<file path="src/rtl/keypad_scanner.sv">
// Row-scanning controller for a 4x4 matrix keypad: drives one row low at a time,
// debounces the column returns and reports each accepted press with a one-cycle strobe.
module keypad_scanner #(
    parameter int SCAN_DIV     = 1200,
    parameter int DEBOUNCE_CNT = 400
) (
    input  logic       clk,
    input  logic       rstn,
    output logic [3:0] row_n,
    input  logic [3:0] col_n,
    output logic [3:0] key_code,
    output logic       key_valid,
    output logic       key_held
);

    localparam int DIV_W = $clog2(SCAN_DIV);
    localparam int CNT_W = $clog2(DEBOUNCE_CNT + 1);
    localparam logic [DIV_W-1:0] DIV_LAST = DIV_W'(SCAN_DIV - 1);
    localparam logic [CNT_W-1:0] CNT_LAST = CNT_W'(DEBOUNCE_CNT);

    typedef enum logic [1:0] {
        SCAN,
        DEBOUNCE,
        HELD
    } state_t;

    state_t           state, state_next;
    logic [3:0]       col_meta, col_s;
    logic [DIV_W-1:0] div_cnt;
    logic [1:0]       row_idx, row_idx_next;
    logic [1:0]       cand_col, cand_col_next;
    logic [CNT_W-1:0] cnt, cnt_next, cnt_inc;
    logic [3:0]       key_code_next;
    logic             key_valid_next, key_held_next;
    logic             sample, hit;
    logic [1:0]       hit_col;

    // The divider wraps on every sample, and the driven row only ever changes on a
    // sample, so wrapping here also restarts the count whenever the row moves.
    always_ff @(posedge clk or negedge rstn) begin
        if (!rstn) begin
            col_meta  <= 4'hF;
            col_s     <= 4'hF;
            div_cnt   <= '0;
            state     <= SCAN;
            row_idx   <= 2'd0;
            cand_col  <= 2'd0;
            cnt       <= '0;
            key_code  <= 4'h0;
            key_valid <= 1'b0;
            key_held  <= 1'b0;
        end else begin
            col_meta  <= col_n;
            col_s     <= col_meta;
            div_cnt   <= sample ? '0 : div_cnt + 1'b1;
            state     <= state_next;
            row_idx   <= row_idx_next;
            cand_col  <= cand_col_next;
            cnt       <= cnt_next;
            key_code  <= key_code_next;
            key_valid <= key_valid_next;
            key_held  <= key_held_next;
        end
    end

    assign sample  = (div_cnt == DIV_LAST);
    assign hit     = ~&col_s;
    assign cnt_inc = cnt + 1'b1;
    // row_idx stays on the candidate row while debouncing or held, so it is the driven row
    assign row_n   = ~(4'b0001 << row_idx);

    always_comb begin
        hit_col = 2'd3;
        if (!col_s[0])      hit_col = 2'd0;
        else if (!col_s[1]) hit_col = 2'd1;
        else if (!col_s[2]) hit_col = 2'd2;
    end

    always_comb begin
        state_next     = state;
        row_idx_next   = row_idx;
        cand_col_next  = cand_col;
        cnt_next       = cnt;
        key_code_next  = key_code;
        key_valid_next = 1'b0;
        key_held_next  = key_held;
        if (sample) begin
            case (state)
                SCAN: begin
                    if (hit) begin
                        cand_col_next = hit_col;
                        if (DEBOUNCE_CNT == 1) begin
                            key_code_next  = {row_idx, hit_col};
                            key_valid_next = 1'b1;
                            key_held_next  = 1'b1;
                            cnt_next       = '0;
                            state_next     = HELD;
                        end else begin
                            cnt_next   = CNT_W'(1);
                            state_next = DEBOUNCE;
                        end
                    end else begin
                        row_idx_next = row_idx + 2'd1;
                    end
                end
                DEBOUNCE: begin
                    if (hit && (hit_col == cand_col)) begin
                        if (cnt_inc == CNT_LAST) begin
                            key_code_next  = {row_idx, cand_col};
                            key_valid_next = 1'b1;
                            key_held_next  = 1'b1;
                            cnt_next       = '0;
                            state_next     = HELD;
                        end else begin
                            cnt_next = cnt_inc;
                        end
                    end else begin
                        cnt_next     = '0;
                        row_idx_next = row_idx + 2'd1;
                        state_next   = SCAN;
                    end
                end
                HELD: begin
                    // Only the held column matters here; other keys are ignored until release.
                    if (!col_s[cand_col]) begin
                        cnt_next = '0;
                    end else if (cnt_inc == CNT_LAST) begin
                        cnt_next      = '0;
                        key_held_next = 1'b0;
                        row_idx_next  = row_idx + 2'd1;
                        state_next    = SCAN;
                    end else begin
                        cnt_next = cnt_inc;
                    end
                end
                default: begin
                    state_next = SCAN;
                end
            endcase
        end
    end

endmodule

</file>
<file path="config.mk">
export PLATFORM = sky130hd
export DESIGN_NAME = keypad_scanner
export DESIGN_NICKNAME = d
export VERILOG_FILES = /design/src/rtl/keypad_scanner.sv
export SDC_FILE = /design/constraint.sdc
export NUM_CORES = 1
export LEC_CHECK = 0
export CAP_MARGIN = 20
export CORE_MARGIN = 5
export CORE_UTILIZATION = 45
export CTS_CLUSTER_DIAMETER = 100
export CTS_CLUSTER_SIZE = 8
export DETAILED_ROUTE_END_ITERATION = 12
export PLACE_DENSITY_LB_ADDON = 0.12
export SLEW_MARGIN = 10
export SYNTH_ARGS = -nofsm -noshare
export SYNTH_HDL_FRONTEND = slang
export SYNTH_SLANG_ARGS = --single-unit
</file>
<file path="constraint.sdc">
create_clock -name clk -period 2.5 [get_ports clk]
set_input_delay 0.5 -clock clk [delete_from_list [all_inputs] [get_ports clk]]
set_output_delay 0.5 -clock clk [all_outputs]
set_load 0.005 [all_outputs]
</file>
# Word level (Yosys, flattened, before mapping)
# Index checks and enable logic that the tools add are counted.
# totals
register_bits	40
in_bits	6
out_inout_bits	10
elab_cells	73
# classes
add_sub_neg	3
order_cmp	1
eq_ne	13
shifts	1
mux	31
bitwise	2
n_reduce_logical	12
# op_table
op	n
two-way mux 9 bit	4
case mux 9 bit (3 select lines)	1
two-way mux 2 bit	11
inequality test 2 bit, second input constant	7
case mux 2 bit (3 select lines)	2
AND reduction 6 bit	2
adder 11 x 1 -> 11 bit, second input constant	1
== test 11 bit, second input constant	1
two-way mux 11 bit	1
two-way mux 1 bit	10
adder 9 x 1 -> 9 bit, second input constant	1
== test 9 bit, second input constant	1
AND reduction 4 bit	2
AND reduction 3 bit	2
AND reduction 5 bit	1
inverter 4 bit	1
left shift 1 x 2 -> 4 bit, first input constant	1
less-than comparator 2 x 3 -> 1 bit, second input constant	1
inequality test 3 bit, second input constant	1
nonzero test 3 bit	1
adder 2 x 1 -> 2 bit, second input constant	1
binary-select mux 1 bit (select 2 bit)	1
== test 2 x 1 -> 1 bit, second input constant	1
== test 2 bit	1
7 further kinds	7

# Longest topological paths before layout
# Gate-level depths: netlist of run 1.
# depth
word_depth	8
ltp_mapped	8
ltp_nobuf	7

# Worst setup path before layout of run 1
# OpenSTA, ideal clock, no wires.
# synth_path
kind	reg2reg
from	reg cnt[0]
to	reg row_idx[1]
setup_ns	0.125
arrival_ns	1.947
setup_slack_ns	0.428
stages_incl_launch_ff	7
n_path_buf	0
synth_period_minus_slack_ns	2.072
cell_sequence	dfrtp_1 > ha_1 > nand4b_1 > o311ai_4 > o211ai_4 > a2111oi_4 > mux2_4
# synth_between
elab_chain_len	4
# synth_lines
item	line_no	rtl
from (decl)	32	logic [CNT_W-1:0] cnt, cnt_next, cnt_inc;
from (signal assigned)	59	cnt <= cnt_next;
adder 9 x 1 -> 9 bit	68	assign cnt_inc = cnt + 1'b1;
== test 9 bit	127	end else if (cnt_inc == CNT_LAST) begin
inequality test 2 bit (no source line)	-	
AND reduction 6 bit (no source line)	-	
to (signal assigned)	57	row_idx <= row_idx_next;
to (decl)	30	logic [1:0] row_idx, row_idx_next;
# No other way between the ends.
# A chain may end at the register's enable or synchronous reset.

# Worst setup path after layout of run 1
# Ends and elaborated chain as after synthesis.

==> reports/results.ini, run 1 <==
[worst_setup_path]
endpoint_kind = flip-flop
slowest_stage = dfrtp_1
crit_start = cnt[0]
reg2reg_depth = 6
r2r-start = cnt[0]
cp-start-kind = flip-flop
crit_buf_inv = 0
critPathTopFamily = compound AO/OA/AOI/OAI gates
cp.required_ps = 2680
cp_max_fo = 7
slowest_delay_ps = 460
crit_type = flip-flop to flip-flop
ff2ff_setup_slack_ps = 310
crit_arrival_ps = 2380
path_cells = ha_1, nand4b_1, o311ai_4, o211ai_4, a2111oi_4, mux2_4
r2r-end = row_idx[1]

[power_and_ir_drop]
switching_share_pct = 22.0
peakVddDrop_uv = 265
p_int_uw = 864
power_frac_clock_pct = 37.7
combPwrFrac_pct = 2.4
power_density_mw_per_mm2 = 445
p_leak_uw = 0.00104
p_switching_uw = 244
p_seq_share_pct = 59.9

[yosys]
synth_top_family_by_area = simple AND/OR/NAND/NOR gates
mappedNetlistArea_mm2 = 0.00221
yosys.cell_types.count = 52
yosys_register_bits = 40
async_flop_share_pct = 100
avgSynthCellArea_um2 = 10.7
syn_nets = 223
ys.flop_type = dfrtp_1
synth.mux.area_fraction_pct = 4.18
synthAdderAreaFrac_pct = 6.22
synth-edff-count = 0
yosys.area_share.simple_pct = 19.6
syn_inst = 206
synth_warnings = 0
synthXorXnorAreaFrac_pct = 3.56
synth_compound_area_share_pct = 14.8
ys_seq_area_share_pct = 45.7

[placed_design]
place_hpwl_um = 3070
routabilityCongestion = 0.879
io_buffers = 15
dpl-instance-area_mm2 = 0.00241
dp.cells = 284

[clock_tree]
cts_sinks = 40
cts_root_buffer = clkbuf_8
cts_hold_buf = 0
numCtsBuffers = 5
clock_latency_ps = 290
post_cts_buffers = 0
htree_num_levels = 2
cts.clk_slew.worst_paths_ps = 80
clk_path_buf_depth = 2
cts_tree = done
cts_resized = 0

[sta]
hold_viol = 0
layout_min_cycle_time_ps = 2190
finClkSkew_ps = 6.54
fin_tns_setup_ps = 0
rsz0062_at_grt = false
setup_viol = 0
worstMarginPinSlew_ps = 872
max_slew_margin_pct = 41.9
drv_slew = 0
timing.fmax_mhz = 456
fin_crit_sh_pct = 87.7

[global_route]
antenna_found_initial = 0
grt_pass1_wl_um = 7570
grt_pass1_vias = 1558
grt_max_degree = 41
grt_overflow_total = 0
grt_use_total_pct = 15.1

[layout]
final_cell_count_no_fill = 292
layout.nets = 241
syn_to_final_growth_pct = 12.4
antenna_cells = 0
final_area_mm2 = 0.00249
fillers = 441
drive_gt1_share_pct = 15.1

[die]
row_count = 25
start_util_pct = 46.6
die_w_um = 80.1
die-area_mm2 = 0.00642
io_pins = 16
core_mm2 = 0.00475
fp.dieH_um = 80.1

[detailed_routing]
first_pass_iters = 4
drc = 0
met1_length_um = 2090
ant_nets = 0
topRoutingLayerUsed = met4
drt-total-wl_um = 4320
wl_met3_um = 166
viasPerCell = 5.59
drt_iter0_markers = 80
routedWlPerCell_um = 14.8
wl_met2_um = 2010
vias = 1633

[job]
drv_cap = 0

[hold_path]
hold_path.class = primary input to async pin

[outcome]
status = finished clean

[placed cells by master (no fill, tap or decap), types with 3 or more instances in the layout]
cell type and count:
dfstp_2 8, nand2_1 11, and3_1 5, a31oi_1 5, nand4b_1 3, xor2_1 4, buf_4 4, nand4_1 10
ha_1 11, mux2_2 4, nor3_1 6, a41oi_1 3, nor2_1 11, dfrtp_1 32, inv_1 18, nand3_1 14
o21ai_0 6, clkdlybuf4s50_1 14, clkbuf_8 5, xnor2_1 5, o22ai_1 5
[stage by stage]
stage / power, uW / worst slack, ps / hold slack [ps] / utilization [%]
finish: 1110 / 307 / 311 / 52.3
floorplan: 683 / 428 / 204 / -
global route: 1160 / 200 / 361 / 52.3
CTS: 1120 / 319 / 358 / 52.3
detailed placement: 704 / 342 / 347 / 50.6
global placement: 702 / 411 / 346 / 50.6
[worst max-delay path by stage]
stage / slack, ps / depth (start not counted) / to
5_1_grt: 200 / 6 / row_idx[1]
3_5_place_dp: 340 / 6 / row_idx[1]
2_1_floorplan: 430 / 6 / row_idx[1]
3_3_place_gp: 410 / 6 / row_idx[1]
6_report: 310 / 6 / row_idx[1]
4_1_cts: 320 / 6 / row_idx[1]
[area by class of cell]
cell class | count | area, um2 | share of cell area (%)
Clock buffer | 7 | 76.3 | 3.07
Clock inverter | 1 | 5.00 | 0.201
Inverter | 18 | 67.6 | 2.71
Multi-Input combinational cell | 140 | 1070 | 43.0
Sequential cell | 40 | 1010 | 40.6
Tap cell | 67 | 83.8 | 3.37
Timing Repair Buffer | 19 | 175 | 7.04
[cell families after synthesis]
kind of cell / after synthesis
flops: 40
buf+inv: 26
compound gates: 39
xor+xnor: 9
fa+ha+maj: 11
simple gates: 74
mux: 7
[sequential cells by signal, indices dropped and copies added (netlist names)]
register   flops
key_code       4
state          2
row_idx        2
key_held       1
div_cnt       11
col_s          4
key_valid      1
col_meta       4
cnt            9
cand_col       2
[metal layers]
metal | up-vias | track usage [%]
li1 | 785 | -
met1 | 797 | 20.7
met2 | 45 | 22.8
met3 | 6 | 3.48
met4 | 0 | 5.91
met5 | - | 0
[power groups by stage]
stage	logic (uW)	registers (uW)	clock network (uW)
3_3_place_gp	27.1	675	0
2_1_floorplan	9.42	674	0
5_1_grt	31.2	664	467
3_5_place_dp	28.1	676	0
4_1_cts	28.1	663	431
6_report	26.8	663	418
[worst reg2reg max path, cell delays in order, from the launching register on]
cell and delay, ps:
dfrtp_1 460, ha_1 360, nand4b_1 220, o311ai_4 140
o211ai_4 140, a2111oi_4 450, mux2_4 330
[Yosys cell counts (2+ instances only)]
cell       n  share of area (%)
dfrtp_1   32                 36
inv_1     18                3.1
nand3_1   14                3.2
ha_1      11                6.2
nand2_1   11                1.9
nor2_1    11                1.9
nand4_1   10                2.8
dfstp_2    8                9.5
nor3_1     6                1.4
o21ai_0    6                1.4
a31oi_1    5                1.4
and3_1     5                1.4
o22ai_1    5                1.4
xnor2_1    5                2.0
mux2_2     4                2.0
xor2_1     4                1.6
a41oi_1    3                1.2
buf_4      3                1.0
buf_6      3                1.5
nand4b_1   3                1.2
a21o_1     2               0.68
a21oi_1    2               0.45
a31o_2     2               0.79
and2_1     2               0.57
nand2b_1   2               0.57
nor2b_1    2               0.57
o211ai_1   2               0.68
Power figures use the tool's default switching activity.
==> run 2, diff against run 1 <==
==> constraint.sdc (replaced) <==
create_clock -name clk -period 2.5 [get_ports clk]
set_input_delay 0.625 -clock clk [delete_from_list [all_inputs] [get_ports clk]]
set_output_delay 0.625 -clock clk [all_outputs]
set_load 0.005 [all_outputs]
==> results of run 2 <==
Same layout as run 1 (identical final DEF). Status: finished clean.
Among the figures that moved: hold slack 311 ps -> 358 ps
